**config.mk**
```make
export PLATFORM = sky130hd
export DESIGN_NAME = apb_interrupt_controller
export DESIGN_NICKNAME = d
export VERILOG_FILES = /design/src/rtl/apb_interrupt_controller_pkg.sv /design/src/rtl/apb_interrupt_controller_prio.sv /design/src/rtl/apb_interrupt_controller.sv
export SDC_FILE = /design/constraint.sdc
export NUM_CORES = 1
export LEC_CHECK = 0
export CAP_MARGIN = 15
export CORE_ASPECT_RATIO = 1.5
export CORE_MARGIN = 2
export CORE_UTILIZATION = 30
export CTS_CLUSTER_DIAMETER = 50
export DETAILED_ROUTE_END_ITERATION = 10
export PLACE_DENSITY_LB_ADDON = 0.05
export SKIP_LAST_GASP = 1
export SLEW_MARGIN = 30
export SYNTH_ARGS = -nofsm -noshare
export SYNTH_HDL_FRONTEND = slang
export SYNTH_SLANG_ARGS = --single-unit
```
**constraint.sdc**
```tcl
create_clock -name pclk -period 3.67 [get_ports pclk]
set_input_delay 1.101 -clock pclk [delete_from_list [all_inputs] [get_ports pclk]]
set_output_delay 1.101 -clock pclk [all_outputs]
set_load 0.05 [all_outputs]
```
**src/rtl/apb_interrupt_controller_pkg.sv**
```systemverilog
// ============================================================================
// Module : InterruptControllerRegs (package)
// Desc   : Register offsets and address decode shared by the interrupt
//          controller RTL and firmware-header generation.
// Rev    : 1.0 - initial release
// ============================================================================
`default_nettype none

package InterruptControllerRegs;

    localparam int unsigned C_DATA_W = 32;
    localparam logic [C_DATA_W-1:0] C_NONE = 32'hFFFF_FFFF;

    typedef enum logic [7:0] {
        IRQ_RAW     = 8'h00,
        IRQ_PENDING = 8'h04,
        IRQ_ENABLE  = 8'h08,
        IRQ_MODE    = 8'h0C,
        IRQ_ACTIVE  = 8'h10,
        IRQ_SWTRIG  = 8'h14,
        IRQ_HIGHEST = 8'h18
    } irq_reg_e;

    typedef struct packed {
        logic raw;
        logic pending;
        logic enable;
        logic mode;
        logic active;
        logic swtrig;
        logic highest;
    } reg_sel_t;

    // One-hot register select from the low address byte; all zero when unmapped.
    function automatic reg_sel_t decode_offset(input logic [7:0] off);
        reg_sel_t s;
        s = '0;
        case (off)
            IRQ_RAW:     s.raw     = 1'b1;
            IRQ_PENDING: s.pending = 1'b1;
            IRQ_ENABLE:  s.enable  = 1'b1;
            IRQ_MODE:    s.mode    = 1'b1;
            IRQ_ACTIVE:  s.active  = 1'b1;
            IRQ_SWTRIG:  s.swtrig  = 1'b1;
            IRQ_HIGHEST: s.highest = 1'b1;
            default:     s         = '0;
        endcase
        return s;
    endfunction

endpackage

`default_nettype wire

```
**src/rtl/apb_interrupt_controller_prio.sv**
```systemverilog
// ============================================================================
// Module : PriorityEncoder
// Desc   : Index of the lowest-numbered set bit of in_vec; valid when any set.
// Rev    : 1.0 - initial release
// ============================================================================
`default_nettype none

module PriorityEncoder #(
    parameter  int WIDTH = 8,
    localparam int IDX_W = (WIDTH > 1) ? $clog2(WIDTH) : 1
) (
    input  logic [WIDTH-1:0] in_vec,
    output logic [IDX_W-1:0] index,
    output logic             valid
);

    // Scan downward so the last hit, the lowest index, wins.
    always_comb begin
        index = '0;
        valid = 1'b0;
        for (int i = WIDTH - 1; i >= 0; i--) begin
            if (in_vec[i]) begin
                index = IDX_W'(i);
                valid = 1'b1;
            end
        end
    end

endmodule

`default_nettype wire

```
**src/rtl/apb_interrupt_controller.sv**
```systemverilog
// ============================================================================
// Module : apb_interrupt_controller
// Desc   : APB completer aggregating NUM_IRQ level/edge interrupt sources into
//          a single registered irq line. ADDR_WIDTH must be at least 8.
// Rev    : 1.0 - initial release
// ============================================================================
`default_nettype none

module apb_interrupt_controller
    import InterruptControllerRegs::*;
#(
    parameter int NUM_IRQ    = 8,
    parameter int ADDR_WIDTH = 10
) (
    input  logic                  pclk,
    input  logic                  preset_n,
    input  logic                  psel,
    input  logic                  penable,
    input  logic                  pwrite,
    input  logic [ADDR_WIDTH-1:0] paddr,
    input  logic [31:0]           pwdata,
    output logic [31:0]           prdata,
    output logic                  pready,
    output logic                  pslverr,
    input  logic [NUM_IRQ-1:0]    irq_in,
    output logic                  irq
);

    localparam int          c_idx_w = (NUM_IRQ > 1) ? $clog2(NUM_IRQ) : 1;
    localparam logic [31:0] c_mask  = (NUM_IRQ >= 32) ? 32'hFFFF_FFFF
                                                      : ((32'd1 << NUM_IRQ) - 32'd1);

    logic [31:0]        r_enable;
    logic [31:0]        r_mode;
    logic [31:0]        r_latched;
    logic [31:0]        r_irq_prev;
    logic [31:0]        r_prdata;
    logic               r_pready;
    logic               r_pslverr;
    logic               r_irq;

    logic [31:0]        w_irq_in;
    logic               w_addr_hi_zero;
    reg_sel_t           w_sel;
    logic               w_mapped;
    logic               w_err;
    logic               w_setup;
    logic               w_wr;
    logic [31:0]        w_wdata;
    logic [31:0]        w_pending;
    logic [31:0]        w_active;
    logic [c_idx_w-1:0] w_prio_idx;
    logic               w_prio_valid;
    logic [31:0]        w_highest;
    logic [31:0]        w_rise;
    logic [31:0]        w_clr;
    logic [31:0]        w_sw;
    logic [31:0]        w_mode_nxt;
    logic [31:0]        w_latched_nxt;
    logic [31:0]        w_rdata;

    generate
        if (NUM_IRQ < 32) begin : g_in_pad
            assign w_irq_in = {{(32 - NUM_IRQ){1'b0}}, irq_in};
        end else begin : g_in_full
            assign w_irq_in = irq_in;
        end

        if (ADDR_WIDTH > 8) begin : g_addr_hi
            assign w_addr_hi_zero = ~|paddr[ADDR_WIDTH-1:8];
        end else begin : g_addr_lo
            assign w_addr_hi_zero = 1'b1;
        end
    endgenerate

    assign w_sel    = decode_offset(paddr[7:0]);
    assign w_mapped = w_addr_hi_zero & (|w_sel);
    assign w_err    = ~w_mapped | (pwrite & (w_sel.raw | w_sel.active | w_sel.highest));
    assign w_setup  = psel & ~penable;
    // A write commits only in the access phase of a transfer whose setup
    // phase was seen since reset and was accepted without error.
    assign w_wr     = psel & penable & pwrite & r_pready & ~r_pslverr & w_addr_hi_zero;
    assign w_wdata  = pwdata & c_mask;

    assign w_pending = (r_mode & r_latched) | (~r_mode & w_irq_in);
    assign w_active  = w_pending & r_enable;

    PriorityEncoder #(
        .WIDTH (NUM_IRQ)
    ) u_prio (
        .in_vec (w_active[NUM_IRQ-1:0]),
        .index  (w_prio_idx),
        .valid  (w_prio_valid)
    );

    assign w_highest = w_prio_valid ? 32'(w_prio_idx) : C_NONE;

    // Set sources beat a coincident W1C; bits leaving edge mode drop their latch.
    assign w_rise        = w_irq_in & ~r_irq_prev & r_mode;
    assign w_clr         = (w_wr && w_sel.pending) ? (w_wdata & r_mode) : 32'd0;
    assign w_sw          = (w_wr && w_sel.swtrig)  ? (w_wdata & r_mode) : 32'd0;
    assign w_mode_nxt    = (w_wr && w_sel.mode)    ? w_wdata : r_mode;
    assign w_latched_nxt = ((r_latched & ~w_clr) | w_rise | w_sw) & w_mode_nxt;

    always_comb begin
        w_rdata = '0;
        if (w_sel.raw)          w_rdata = w_irq_in;
        else if (w_sel.pending) w_rdata = w_pending;
        else if (w_sel.enable)  w_rdata = r_enable;
        else if (w_sel.mode)    w_rdata = r_mode;
        else if (w_sel.active)  w_rdata = w_active;
        else if (w_sel.highest) w_rdata = w_highest;
    end

    always_ff @(posedge pclk or negedge preset_n) begin
        if (!preset_n) begin
            r_enable   <= '0;
            r_mode     <= '0;
            r_latched  <= '0;
            r_irq_prev <= '1;
            r_prdata   <= '0;
            r_pready   <= 1'b0;
            r_pslverr  <= 1'b0;
            r_irq      <= 1'b0;
        end else begin
            r_irq_prev <= w_irq_in;
            r_latched  <= w_latched_nxt;
            r_mode     <= w_mode_nxt;
            r_irq      <= |w_active;
            if (w_wr && w_sel.enable) begin
                r_enable <= w_wdata;
            end
            // Response is prepared during setup so pready is up for the
            // whole first access-phase cycle.
            if (w_setup) begin
                r_pready  <= 1'b1;
                r_pslverr <= w_err;
                r_prdata  <= (pwrite || w_err) ? 32'd0 : w_rdata;
            end else begin
                r_pready  <= 1'b0;
                r_pslverr <= 1'b0;
                r_prdata  <= '0;
            end
        end
    end

    assign prdata  = r_prdata;
    assign pready  = r_pready;
    assign pslverr = r_pslverr;
    assign irq     = r_irq;

endmodule

`default_nettype wire

```
After elaboration in Yosys (flattened, before gate mapping)
Index checks and enable logic that the tools add are counted.
{"block": "op_classes", "eq_ne": 6, "n_reduce_logical": 10, "bitwise_logic": 28, "muxes": 37}
{"operator": "$mux 32", "n": 12}
{"operator": "$and 32x32->32", "n": 4}
{"operator": "$not 32->32", "n": 3}
{"operator": "$or 32x32->32", "n": 3}
{"operator": "$and 32x8->32", "n": 2}
{"operator": "$and 8x32->32", "n": 2}
{"operator": "$reduce_or 32->1", "n": 1}
{"operator": "$eq 8x5->1 const B", "n": 3}
{"operator": "$mux 3", "n": 8}
{"operator": "$mux 1", "n": 17}
{"operator": "$eq 8x4->1 const B", "n": 2}
{"operator": "$and 1x1->1", "n": 8}
{"operator": "$eq 8x3->1 const B", "n": 1}
{"operator": "$logic_not 8->1", "n": 1}
{"operator": "$reduce_or 7->1", "n": 1}
{"operator": "$logic_and 1x1->1", "n": 4}
{"operator": "$not 1->1", "n": 3}
{"operator": "$or 1x1->1", "n": 3}
{"operator": "$reduce_or 2->1", "n": 1}
{"operator": "$logic_not 1->1", "n": 1}
{"operator": "$logic_or 1x1->1", "n": 1}
{"block": "totals", "elab_cells": 89, "output_inout_bits": 35, "regBits": 139}

Depth between registers and ports, before layout
{"block": "depth", "ltp_word": 21, "depth_mapped": 9}

Hierarchy
From an unflattened synthesis, not the netlist that was laid out.
{"block": "unflattened", "cells_unflattened": 483, "hier_area_um2": 5211.2}
{"module": "apb_interrupt_controller", "instances": 1, "seq_area_each_um2": 2887.8, "cells_each": 470, "area_each_um2": 5131.2}
{"module": "PriorityEncoder", "instances": 1, "seq_area_each_um2": 0.0, "cells_each": 13, "area_each_um2": 80.1}

Worst setup path before layout
Ideal clock, no wire load.
{"block": "synth_timing", "kind": "in2reg", "startpoint": "input paddr[2]", "endpoint": "register r_enable[0]", "setup_ns": 0.125, "path_slack_ns": 0.813, "path_buffers": 2, "arrival_time_ns": 2.732, "path_stages": 5, "t_required_ns": 3.545, "cell_sequence": "buf_2 > or4b_1 > buf_2 > nor4_4 > mux2_2"}
{"block": "synth_via", "elab_chain_cells": 3}
{"element": "from (decl)", "line_no": "apb_interrupt_controller.sv:20", "source": "input logic [ADDR_WIDTH-1:0] paddr,"}
{"element": "$eq 8x4->1", "line_no": "apb_interrupt_controller_pkg.sv:38", "source": "case (off)"}
{"element": "$mux 1", "line_no": "apb_interrupt_controller_pkg.sv:38"}
{"element": "$logic_and 1x1->1", "line_no": "apb_interrupt_controller.sv:130", "source": "if (w_wr && w_sel.enable) begin"}
{"element": "to (signal assigned)", "line_no": "apb_interrupt_controller.sv:131", "source": "r_enable <= w_wdata;"}
{"element": "to (decl)", "line_no": "apb_interrupt_controller.sv:33", "source": "logic [31:0] r_enable;"}
Every way passes these cells.
A chain may end at the register's enable or synchronous reset.

Worst setup path in the final report
{"block": "layout_timing", "startpoint": "input paddr[4]", "endpoint": "register r_prdata[2], in the netlist prdata[2]"}
{"block": "layout_via", "elab_chain_cells": 10}
{"element": "$eq 8x5->1", "line_no": "apb_interrupt_controller_pkg.sv:38"}
{"element": "$mux 1", "line_no": "apb_interrupt_controller_pkg.sv:38"}
{"element": "$mux 32", "line_no": "apb_interrupt_controller.sv:112", "source": "else if (w_sel.highest) w_rdata = w_highest;"}
{"element": "$mux 32", "line_no": "apb_interrupt_controller.sv:111", "source": "else if (w_sel.active) w_rdata = w_active;"}
{"element": "$mux 32", "line_no": "apb_interrupt_controller.sv:110", "source": "else if (w_sel.mode) w_rdata = r_mode;"}
{"element": "$mux 32", "line_no": "apb_interrupt_controller.sv:109", "source": "else if (w_sel.enable) w_rdata = r_enable;"}
{"element": "$mux 32", "line_no": "apb_interrupt_controller.sv:108", "source": "else if (w_sel.pending) w_rdata = w_pending;"}
{"element": "$mux 32", "line_no": "apb_interrupt_controller.sv:107", "source": "if (w_sel.raw) w_rdata = w_irq_in;"}
{"element": "$mux 32 *", "line_no": "apb_interrupt_controller.sv:138", "source": "r_prdata <= (pwrite || w_err) ? 32'd0 : w_rdata;"}
{"element": "$mux 32 *", "line_no": "apb_interrupt_controller.sv:135", "source": "if (w_setup) begin"}
{"element": "to (signal assigned)", "line_no": "apb_interrupt_controller.sv:138"}
{"element": "to (decl)", "line_no": "apb_interrupt_controller.sv:37", "source": "logic [31:0] r_prdata;"}
Mark *: on every way between the ends. The rest lies on a longest branch, timed or not.

==> flow_summary_export.csv <==
group,metric,value,unit
pwr,p_leak,3.04,nW
route,drt-pass1-iter-count,4,
placed_design,placedInstanceArea,0.00616,sq mm
setup_path,worstPathArrival,3370,ps
die,die_h,164,um
yosys,ys_types,55,
yosys,synth_top_area_share,52.6,%
timing,fmax,328,MHz
yosys,netlist_area,0.00509,sq mm
global_routing,grt.total_usage,16.8,%
yosys,yosys.area.top_type,"dfrtp_1",
setup_path,worst-path-max-fanout,5,
cells_and_area,syn2layout_area_growth,32.6,%
timing,tns,0,ps
cts,cts.path.max_buffers,2,
cts,holdBufCountCts,0,
yosys,synth_area_leaders,"dfrtp_1 (53%), a21oi_1 (5.7%), dfstp_2 (4.1%)",
pwr,pwr-share-clk,53.7,%
cells_and_area,n_antenna_cell,0,
cts,cts.sinks,115,
timing,fin_crit_sh,83.1,%
global_routing,antenna_found_initial,0,
cts,cts_resized,0,
global_routing,grt_max_degree,59,
timing,fin_crit,3050,ps
yosys,synth_edf_count,0,
route,antenna_left,0,
yosys,yosysSeqAreaShare,56.7,%
timing,postLayoutSetupSlackWorst,620,ps
setup_path,startpoint_type,"input port",
placed_design,pre_cts_ws,202,ps
route,drt_iter0_drc,250,
cells_and_area,fillerInstances,1643,
placed_design,port-buffer-count,65,
yosys,ys_ff_latch,115,
setup_path,cp_data_required_time,3990,ps
setup_path,critical_path_class,"in2reg",
yosys,syn_area_per_cell,10.7,sq um
yosys,synthArstFlopShare,100,%
worst_hold_path,hp-class,"reg2reg",
cts,post-cts-setup-buffers,0,
placed_design,dp_hpwl,9390,um
route,wl_per_cell,17.5,um
pwr,p_int,2.41,mW
cts,cts-buffers-inserted,17,
timing,clock_skew,9.42,ps
global_routing,grt_overflow_total,0,
timing,slew_headroom,60.2,%
cts,clk_latency,410,ps
yosys,syn_inst,474,
yosys,ys.warnings.count,0,
route,via_per_inst,4.94,
run_status,status,"finished clean",
timing,grt_setup_unrepaired,"false",
pwr,power.density,455,mW/mm^2
cells_and_area,final_area,0.00675,sq mm
cells_and_area,drive_above_1_share,16.8,%
pwr,p_switching,0.662,mW
timing,finalSetupViolCount,0,
route,routed-via-count,3888,
cts,h-tree-depth,4,
global_routing,grt_pass1_vias,4098,
cts,tritoncts,"built",
cells_and_area,seq_area,0.00289,sq mm
global_routing,grt_pass1_wl,22500,um
cts,cts_root_buf,"clkbuf_16",
die,ios,90,
pwr,seqPwrFrac,41.7,%
timing,hold_viol,0,
die,die_w,110,um
die,core,0.0167,sq mm
timing,worstMarginPinSlew,583,ps
cells_and_area,final_nets,619,
die,rows,58,
die,dieArea,0.0181,sq mm
pwr,switching_share,21.6,%
setup_path,cp-end-kind,"flip-flop",
cells_and_area,final_util,40.4,%
yosys,synth_nets,529,
timing,drv_slew,0,
die,initial_utilization,30.5,%
pwr,combinationalPowerShare,4.5,%
yosys,synth-main-ff-cell,"dfrtp_1",
route,drt_wl_total,13800,um
cts,clkTransAtPathRegs,50,ps
flow_run,drv_cap,0,
pwr,power,3.07,mW
placed_design,globalplace.congestion,0.869,
pwr,ir_worst_vdd,0.236,mV
route,route.detailed.drc,0,
cells_and_area,multiInputGateArea,0.00198,sq mm
-- worst paths after layout --
check	from	to	slack, ps	cells past startpoint
setup / recovery	paddr[4]	prdata[2]	620	6
hold / removal	r_mode[27]	r_mode[27]	500	1
setup reg to reg	r_mode[2]	prdata[10]	1530	6
hold reg to reg	r_mode[27]	r_mode[27]	500	1
max in group asynchronous	preset_n	prdata[30]	2200	2
min in group asynchronous	preset_n	prdata[14]	710	1
-- power by group through the flow --
stage / Sequential, mW / Combinational (mW) / Clock (mW)
final: 1.28 / 0.139 / 1.65
after global routing: 1.28 / 0.156 / 1.75
after CTS: 1.28 / 0.143 / 1.69
after detailed placement: 1.30 / 0.143 / 0
after global placement: 1.30 / 0.143 / 0
after floorplan: 1.31 / 0.0432 / 0
-- per-stage QoR --
step / hold WS (ps) / cells
after CTS: 505 / 787
after floorplan: 469 / 474
after global routing: 523 / 787
after detailed placement: 487 / 755
final: 499 / 787
after global placement: 485 / 755
-- logic make-up after synthesis --
family	Yosys count	share of synthesized area [%]
compound gates	132	15.9
buf+inv	53	4.30
mux	24	5.11
flops	115	56.7
simple gates	150	18.0
-- synth_stat cells, drive strengths merged, types with 5 or more instances --
| library cell | count |
|---|---|
| mux2 | 16 |
| nand2b | 26 |
| inv | 28 |
| a22o | 5 |
| buf | 8 |
| a21boi | 9 |
| nor2 | 11 |
| o22ai | 20 |
| o21ai | 12 |
| mux2i | 8 |
| nand3 | 6 |
| and2 | 24 |
| clkbuf | 17 |
| dfstp | 8 |
| nand2 | 28 |
| nor3 | 6 |
| a21oi | 58 |
| a31oi | 6 |
| dfrtp | 107 |
| and3 | 25 |
-- state kept, by name, summed over array words and instances (netlist names) --
register	flops
r_latched	32
pslverr	1
r_mode	32
pready	1
prdata	32
irq	1
r_irq_prev	8
r_enable	8
-- critical path, stage by stage --
cell,delay (ps)
clkdlybuf4s50_1,530
or4b_4,540
or3_1,390
or3_1,340
a32o_1,260
a211oi_2,210
-- cell type report --
class,count,area share [%]
clock buffers,25,7.34
clock inverters,7,1.45
inverters,28,1.56
multi-input cells,306,29.4
flip-flops and latches,115,42.8
well taps,210,3.89
repair buffers,96,13.6
-- routing by layer --
| metal | track usage [%] | part of all wire, % | vias up |
|---|---|---|---|
| met5 | 0 | 0 | - |
| met1 | 20.6 | 41 | 1893 |
| met4 | 7.10 | 2.3 | 0 |
| met3 | 4.27 | 4.7 | 26 |
| met2 | 27.8 | 52 | 105 |
| li1 | - | - | 1864 |
-- cell usage in the layout, fill, tap and decap left out, types with 3 or more instances in the layout --
master,synthesis,routed
a21boi_1,7,7
a21oi_1,58,58
a22o_1,5,5
a22oi_1,3,3
a31oi_1,6,6
and2_1,24,24
and3_1,25,25
buf_12,0,3
buf_4,1,29
clkbuf_1,16,4
clkbuf_16,0,17
clkbuf_8,0,4
clkdlybuf4s50_1,0,64
dfrtp_1,107,107
dfstp_2,8,8
inv_1,28,28
mux2_2,16,16
mux2i_1,8,8
nand2_1,27,27
nand2b_1,26,26
nand3_1,5,5
nor2_1,9,9
nor2b_1,4,4
nor3_1,5,5
o211ai_1,3,3
o21ai_0,12,12
o22ai_1,20,20
o31ai_1,3,3
or3_1,4,4
or4_1,3,3
Power figures use the tool's default switching activity.
